[config.mk]
export PLATFORM = sky130hd
export DESIGN_NAME = jump_unit_ras
export DESIGN_NICKNAME = d
export VERILOG_FILES = /design/src/rtl/jump_unit_ras.sv
export SDC_FILE = /design/constraint.sdc
export NUM_CORES = 1
export LEC_CHECK = 0
export CORE_ASPECT_RATIO = 0.75
export CORE_MARGIN = 2
export CORE_UTILIZATION = 39
export DETAILED_ROUTE_END_ITERATION = 6
export GPL_ROUTABILITY_DRIVEN = 0
export PLACE_DENSITY = 0.77
export SLEW_MARGIN = 5
export SYNTH_ARGS = -nofsm -noshare
export SYNTH_HDL_FRONTEND = slang
export SYNTH_SLANG_ARGS = --single-unit
[constraint.sdc]
create_clock -name clk -period 0.8 [get_ports clk]
set_input_delay 0.16 -clock clk [delete_from_list [all_inputs] [get_ports clk]]
set_output_delay 0.16 -clock clk [all_outputs]
set_load 0.1 [all_outputs]
[src/rtl/jump_unit_ras.sv]
// Registered jump/call/return/branch redirect with a circular return-address stack.
// Define JUMP_UNIT_RAS_EN to build the return stack; otherwise CALL acts as JMP and RET is ignored.
module jump_unit_ras #(
  parameter int ADDR_WIDTH = 16,
  parameter int IMM_WIDTH  = 12,
  parameter int DEPTH      = 4
) (
  input  logic                    clk,
  input  logic                    reset,
  input  logic                    valid_in,
  input  logic                    flush,
  input  logic [15:0]             instruction,
  input  logic [ADDR_WIDTH-1:0]   pc,
  input  logic                    zero,
  output logic                    jump,
  output logic [ADDR_WIDTH-1:0]   address,
  output logic                    overflow,
  output logic                    underflow,
  output logic [$clog2(DEPTH):0]  count
);

  localparam logic [3:0] OP_JMP  = 4'b1111;
  localparam logic [3:0] OP_CALL = 4'b1110;
  localparam logic [3:0] OP_RET  = 4'b1101;
  localparam logic [3:0] OP_BZ   = 4'b1100;

  logic                          accept;
  logic [3:0]                    opcode;
  logic [ADDR_WIDTH-1:0]         abs_target;
  logic [ADDR_WIDTH-1:0]         pc_inc;
  logic [ADDR_WIDTH-1:0]         br_target;
  logic signed [7:0]             br_off;
  logic signed [ADDR_WIDTH-1:0]  br_off_ext;
  logic                          ret_ok;
  logic [ADDR_WIDTH-1:0]         ret_target;
  logic                          jump_p0;
  logic [ADDR_WIDTH-1:0]         address_p0;

  assign accept     = valid_in && !flush;
  assign opcode     = instruction[15:12];
  assign pc_inc     = pc + ADDR_WIDTH'(1);
  assign br_off     = instruction[7:0];
  assign br_off_ext = ADDR_WIDTH'(br_off);
  assign br_target  = pc_inc + br_off_ext;

  always_comb begin
    abs_target = '0;
    abs_target[IMM_WIDTH-1:0] = instruction[IMM_WIDTH-1:0];
  end

`ifdef JUMP_UNIT_RAS_EN
  localparam int PW = $clog2(DEPTH);
  localparam int CW = PW + 1;

  logic [ADDR_WIDTH-1:0] mem [DEPTH];
  logic [PW-1:0]         sp;
  logic [CW-1:0]         cnt;
  logic                  ovf;
  logic                  unf;
  logic                  push;
  logic                  pop;
  logic                  full;
  logic                  empty;

  function automatic logic [CW-1:0] sat_inc(input logic [CW-1:0] c);
    return (c == CW'(DEPTH)) ? c : c + CW'(1);
  endfunction

  assign push       = accept && (opcode == OP_CALL);
  assign pop        = accept && (opcode == OP_RET);
  assign full       = (cnt == CW'(DEPTH));
  assign empty      = (cnt == '0);
  assign ret_ok     = !empty;
  assign ret_target = mem[sp - PW'(1)];

  // Storage is never reset; only occupancy and pointer are.
  always_ff @(posedge clk) begin
    if (push) mem[sp] <= pc_inc;
  end

  always_ff @(posedge clk or posedge reset) begin
    if (reset) begin
      sp  <= '0;
      cnt <= '0;
      ovf <= 1'b0;
      unf <= 1'b0;
    end else if (push) begin
      sp  <= sp + PW'(1);
      cnt <= sat_inc(cnt);
      if (full) ovf <= 1'b1;
    end else if (pop) begin
      if (empty) begin
        unf <= 1'b1;
      end else begin
        sp  <= sp - PW'(1);
        cnt <= cnt - CW'(1);
      end
    end
  end

  assign count     = cnt;
  assign overflow  = ovf;
  assign underflow = unf;
`else
  assign ret_ok     = 1'b0;
  assign ret_target = '0;
  assign count      = '0;
  assign overflow   = 1'b0;
  assign underflow  = 1'b0;
`endif

  always_comb begin
    jump_p0    = 1'b0;
    address_p0 = '0;
    if (accept) begin
      case (opcode)
        OP_JMP, OP_CALL: begin
          jump_p0    = 1'b1;
          address_p0 = abs_target;
        end
        OP_RET: begin
          if (ret_ok) begin
            jump_p0    = 1'b1;
            address_p0 = ret_target;
          end
        end
        OP_BZ: begin
          if (zero) begin
            jump_p0    = 1'b1;
            address_p0 = br_target;
          end
        end
        default: ;
      endcase
    end
  end

  // p0 -> output register: one-cycle redirect pulse
  always_ff @(posedge clk or posedge reset) begin
    if (reset) begin
      jump    <= 1'b0;
      address <= '0;
    end else begin
      jump    <= jump_p0;
      address <= address_p0;
    end
  end

endmodule

==> reports/results.ini <==
[clock_network]
cts-buffers-inserted = 3
postCtsHoldBufs = 0
cts.sink_count = 17
clock-root-buffer = sky130_fd_sc_hd__clkbuf_8
cts-root-to-sink-buffers = 2
cts_htree_levels = 1
worst_setup_hold_path_clk_slew_ps = 70
cts_tree = built

[die]
floorplan.initialDensity_pct = 40.12
top_level_ports = 59
fp.coreArea_sq_mm = 0.003590
chipHeight_um = 56.63
die_x_extent_um = 74.17
placement_rows = 19
die-area_sq_mm = 0.004200

[final_layout]
fillerInstances = 104
layoutNonFillerInstCount = 331
drive_above_1_share_pct = 67.38
area_growth_pct = 131.0
final_core_utilization_pct = 92.68
count_of_nets_after_finishing = 333
insertedDiodeCount = 0

[placement]
portBuffers = 53
hpwl_um = 3746
place_worst_setup_slack_ps = -1625
dpl.cell_count = 304

[routing]
vias_per_cell = 6.121
wirelength_per_cell_um = 23.86
detail-route-antenna-nets = 0
remaining_drc_errors = 0
number_of_vias_in_the_routed_layout = 2026
detail_route.iter0.violations = 217
route.final.wire_length_um = 7899
first_pass_iters = 4

[logic_synthesis]
xor_xnor_share_of_the_synthesized_area_pct = 7.906
synthDistinctLibCells = 44
synth_top_area_share_pct = 29.54
netlist_top_cells_area = sky130_fd_sc_hd__dfrtp_1 (30%), sky130_fd_sc_hd__ha_1 (13%), sky130_fd_sc_hd__xor2_1 (5.5%), sky130_fd_sc_hd__a21oi_1 (4.5%), sky130_fd_sc_hd__nand2_1 (3.9%)
fraction_of_the_yosys_area_taken_by_sequential_cells_pct = 29.54
async_set_or_reset_flop_fraction_in_the_synthesized_netlist_pct = 100.0
synth_area_leader_cell = sky130_fd_sc_hd__dfrtp_1
synth_area_sq_mm = 0.001440
synthAdderAreaFrac_pct = 14.42
synth_enable_flop_cells = 0
synth.area.mux_share_pct = 0
synth_top_cells_by_count = sky130_fd_sc_hd__dfrtp_1 (17), sky130_fd_sc_hd__ha_1 (15), sky130_fd_sc_hd__nand2_1 (15), sky130_fd_sc_hd__nor2_1 (14), sky130_fd_sc_hd__a21oi_1 (13)
postSynth.topFlopCell = sky130_fd_sc_hd__dfrtp_1
yosysWarnings = 0
synth.ff_latch_count = 17
yosys.cell_count.top_type = sky130_fd_sc_hd__dfrtp_1
netlist_instances = 161
synth_top_family_by_area = compound AO/OA/AOI/OAI gates
synthesis.area_per_instance_sq_um = 8.945
synth_simple_gate_area_share_pct = 17.12
synth_compound_gate_area_share_pct = 25.28

[timing]
finalWorstSetupSlack_ps = -1036
rsz0062_at_grt = true
count_of_pins_over_their_slew_limit = 0
post-route-period-util_pct = 229.5
timing.final.setup_violations = 34
totalNegativeSetupSlack_ps = -17550
fmaxAchievable_mhz = 544.8
finalWorstPathRequiredPeriod_ps = 1836
final_hold_fails = 0

[power]
static_leakage_nw = 1.381
cellPowerDensity_mw_per_mm2 = 1069
max-vdd-ir-drop_mv = 0.7673

[worst_setup_path]
timing.critical_path.from_type = input pin
worst-path-max-fanout = 4
worstPathRequired_ps = 920
cp-end-kind = flip-flop
criticalPathCategory = input pin to flip-flop
worst-endpoint-arrival_ps = 1960

[min_path]
hold_path.class = input pin to flip-flop

[global_routing]
gr-usage-all-layers_pct = 35.94
gr-usage-met1_pct = 43.54
grt_pass1_wl_um = 11040
grt_pass1_vias = 2056
global_routing_usage_on_met2_pct = 57.65
antenna_violations_before_repair = 0
grt_overflow_total = 0
grt_max_degree = 18
globalRouteMet3Util_pct = 8.438
grt-busiest-layer = met2

[flow_run]
max_cap_violations = 0

[status]
violated_checks = negative setup slack
run_status = finished with violations

## layer usage
metal	vias up	routed length, um	share of wire, %
met3	50	683	8.6
met5	-	0	0
met1	993	3019	38
li1	811	-	-
met4	0	513	6.5
met2	172	3682	47
## placed cells by master (no fill, tap or decap), types with 9 or more instances in the layout
cell type                        n
sky130_fd_sc_hd__ha_4           14
sky130_fd_sc_hd__buf_4          43
sky130_fd_sc_hd__dlygate4sd2_1  13
sky130_fd_sc_hd__buf_6          20
sky130_fd_sc_hd__buf_12         20
sky130_fd_sc_hd__dfrtp_4        17
sky130_fd_sc_hd__buf_2           9
sky130_fd_sc_hd__nand2_1        12
## worst max-delay path, stage by stage
cell and delay, ps:
sky130_fd_sc_hd__buf_8 100, sky130_fd_sc_hd__clkinv_4 40, sky130_fd_sc_hd__ha_4 130, sky130_fd_sc_hd__inv_2 30, sky130_fd_sc_hd__fa_2 340, sky130_fd_sc_hd__a21o_1 210, sky130_fd_sc_hd__a31oi_4 210, sky130_fd_sc_hd__o211ai_1 120
sky130_fd_sc_hd__a31oi_1 210, sky130_fd_sc_hd__xor2_1 260, sky130_fd_sc_hd__nor2_1 130
## where the power goes
group	leakage, nW	switching, W	total [W]	internal (W)
Combinational	1.15	0.00105	0.00201	0.000962
Sequential	0.203	0.00000482	0.000871	0.000866
Clock	0.0228	0.000321	0.000676	0.000354
Total	1.38	0.00137	0.00356	0.00218
## sequential cells by signal, indices dropped and copies added (netlist names)
| register | cells |
|---|---|
| jump | 1 |
| address | 16 |
## final timing paths
path	start	end	slack [ps]	depth (start not counted)
worst max-delay path	instruction[0]	address[14]$_DFF_PP0_	-1040	11
worst min-delay path	instruction[0]	address[0]$_DFF_PP0_	160	3
max in group asynchronous	reset	address[10]$_DFF_PP0_	430	3
min in group asynchronous	reset	jump$_DFF_PP0_	230	3
## cells by family (layout without fill, tap and decap cells)
group,Yosys count,after routing
AOI/OAI and AO/OA,52,52
and+or+nand+nor,48,48
DFF,17,17
adders and majority gates,16,16
buffers and inverters,14,128
xor gates and xnor gates,13,13
other,1,5
## final cells by class
| class | instances | area [sq um] | share of cell area (%) |
|---|---|---|---|
| inverter | 7 | 43.79 | 1.316 |
| timing repair buffer | 117 | 1260 | 37.87 |
| sequential | 17 | 489.2 | 14.70 |
| tap | 52 | 65.06 | 1.956 |
| clock buffer | 4 | 45.04 | 1.354 |
| multi-input combinational | 134 | 1424 | 42.80 |
## per-stage QoR
stage          cell area (sq um)  power, W  hold slack (ps)
2_1_floorplan               1633  0.001646            86.42
3_3_place_gp                2678  0.002183            485.4
3_5_place_dp                2678  0.002221            517.4
4_1_cts                     3168  0.003165            185.9
5_1_grt                     3327  0.003650            176.4
6_report                    3327  0.003558            157.0
## repair_timing
| item | CTS | global route |
|---|---|---|
| setup buffers | 19 | 8 |
| pin swaps | 37 | 31 |
| gates cloned | 1 | 0 |
| endpoints found under the setup margin | 34 | 34 |
| resized for setup | 150 | 31 |
Note: power is estimated with default switching activity, not from simulation.
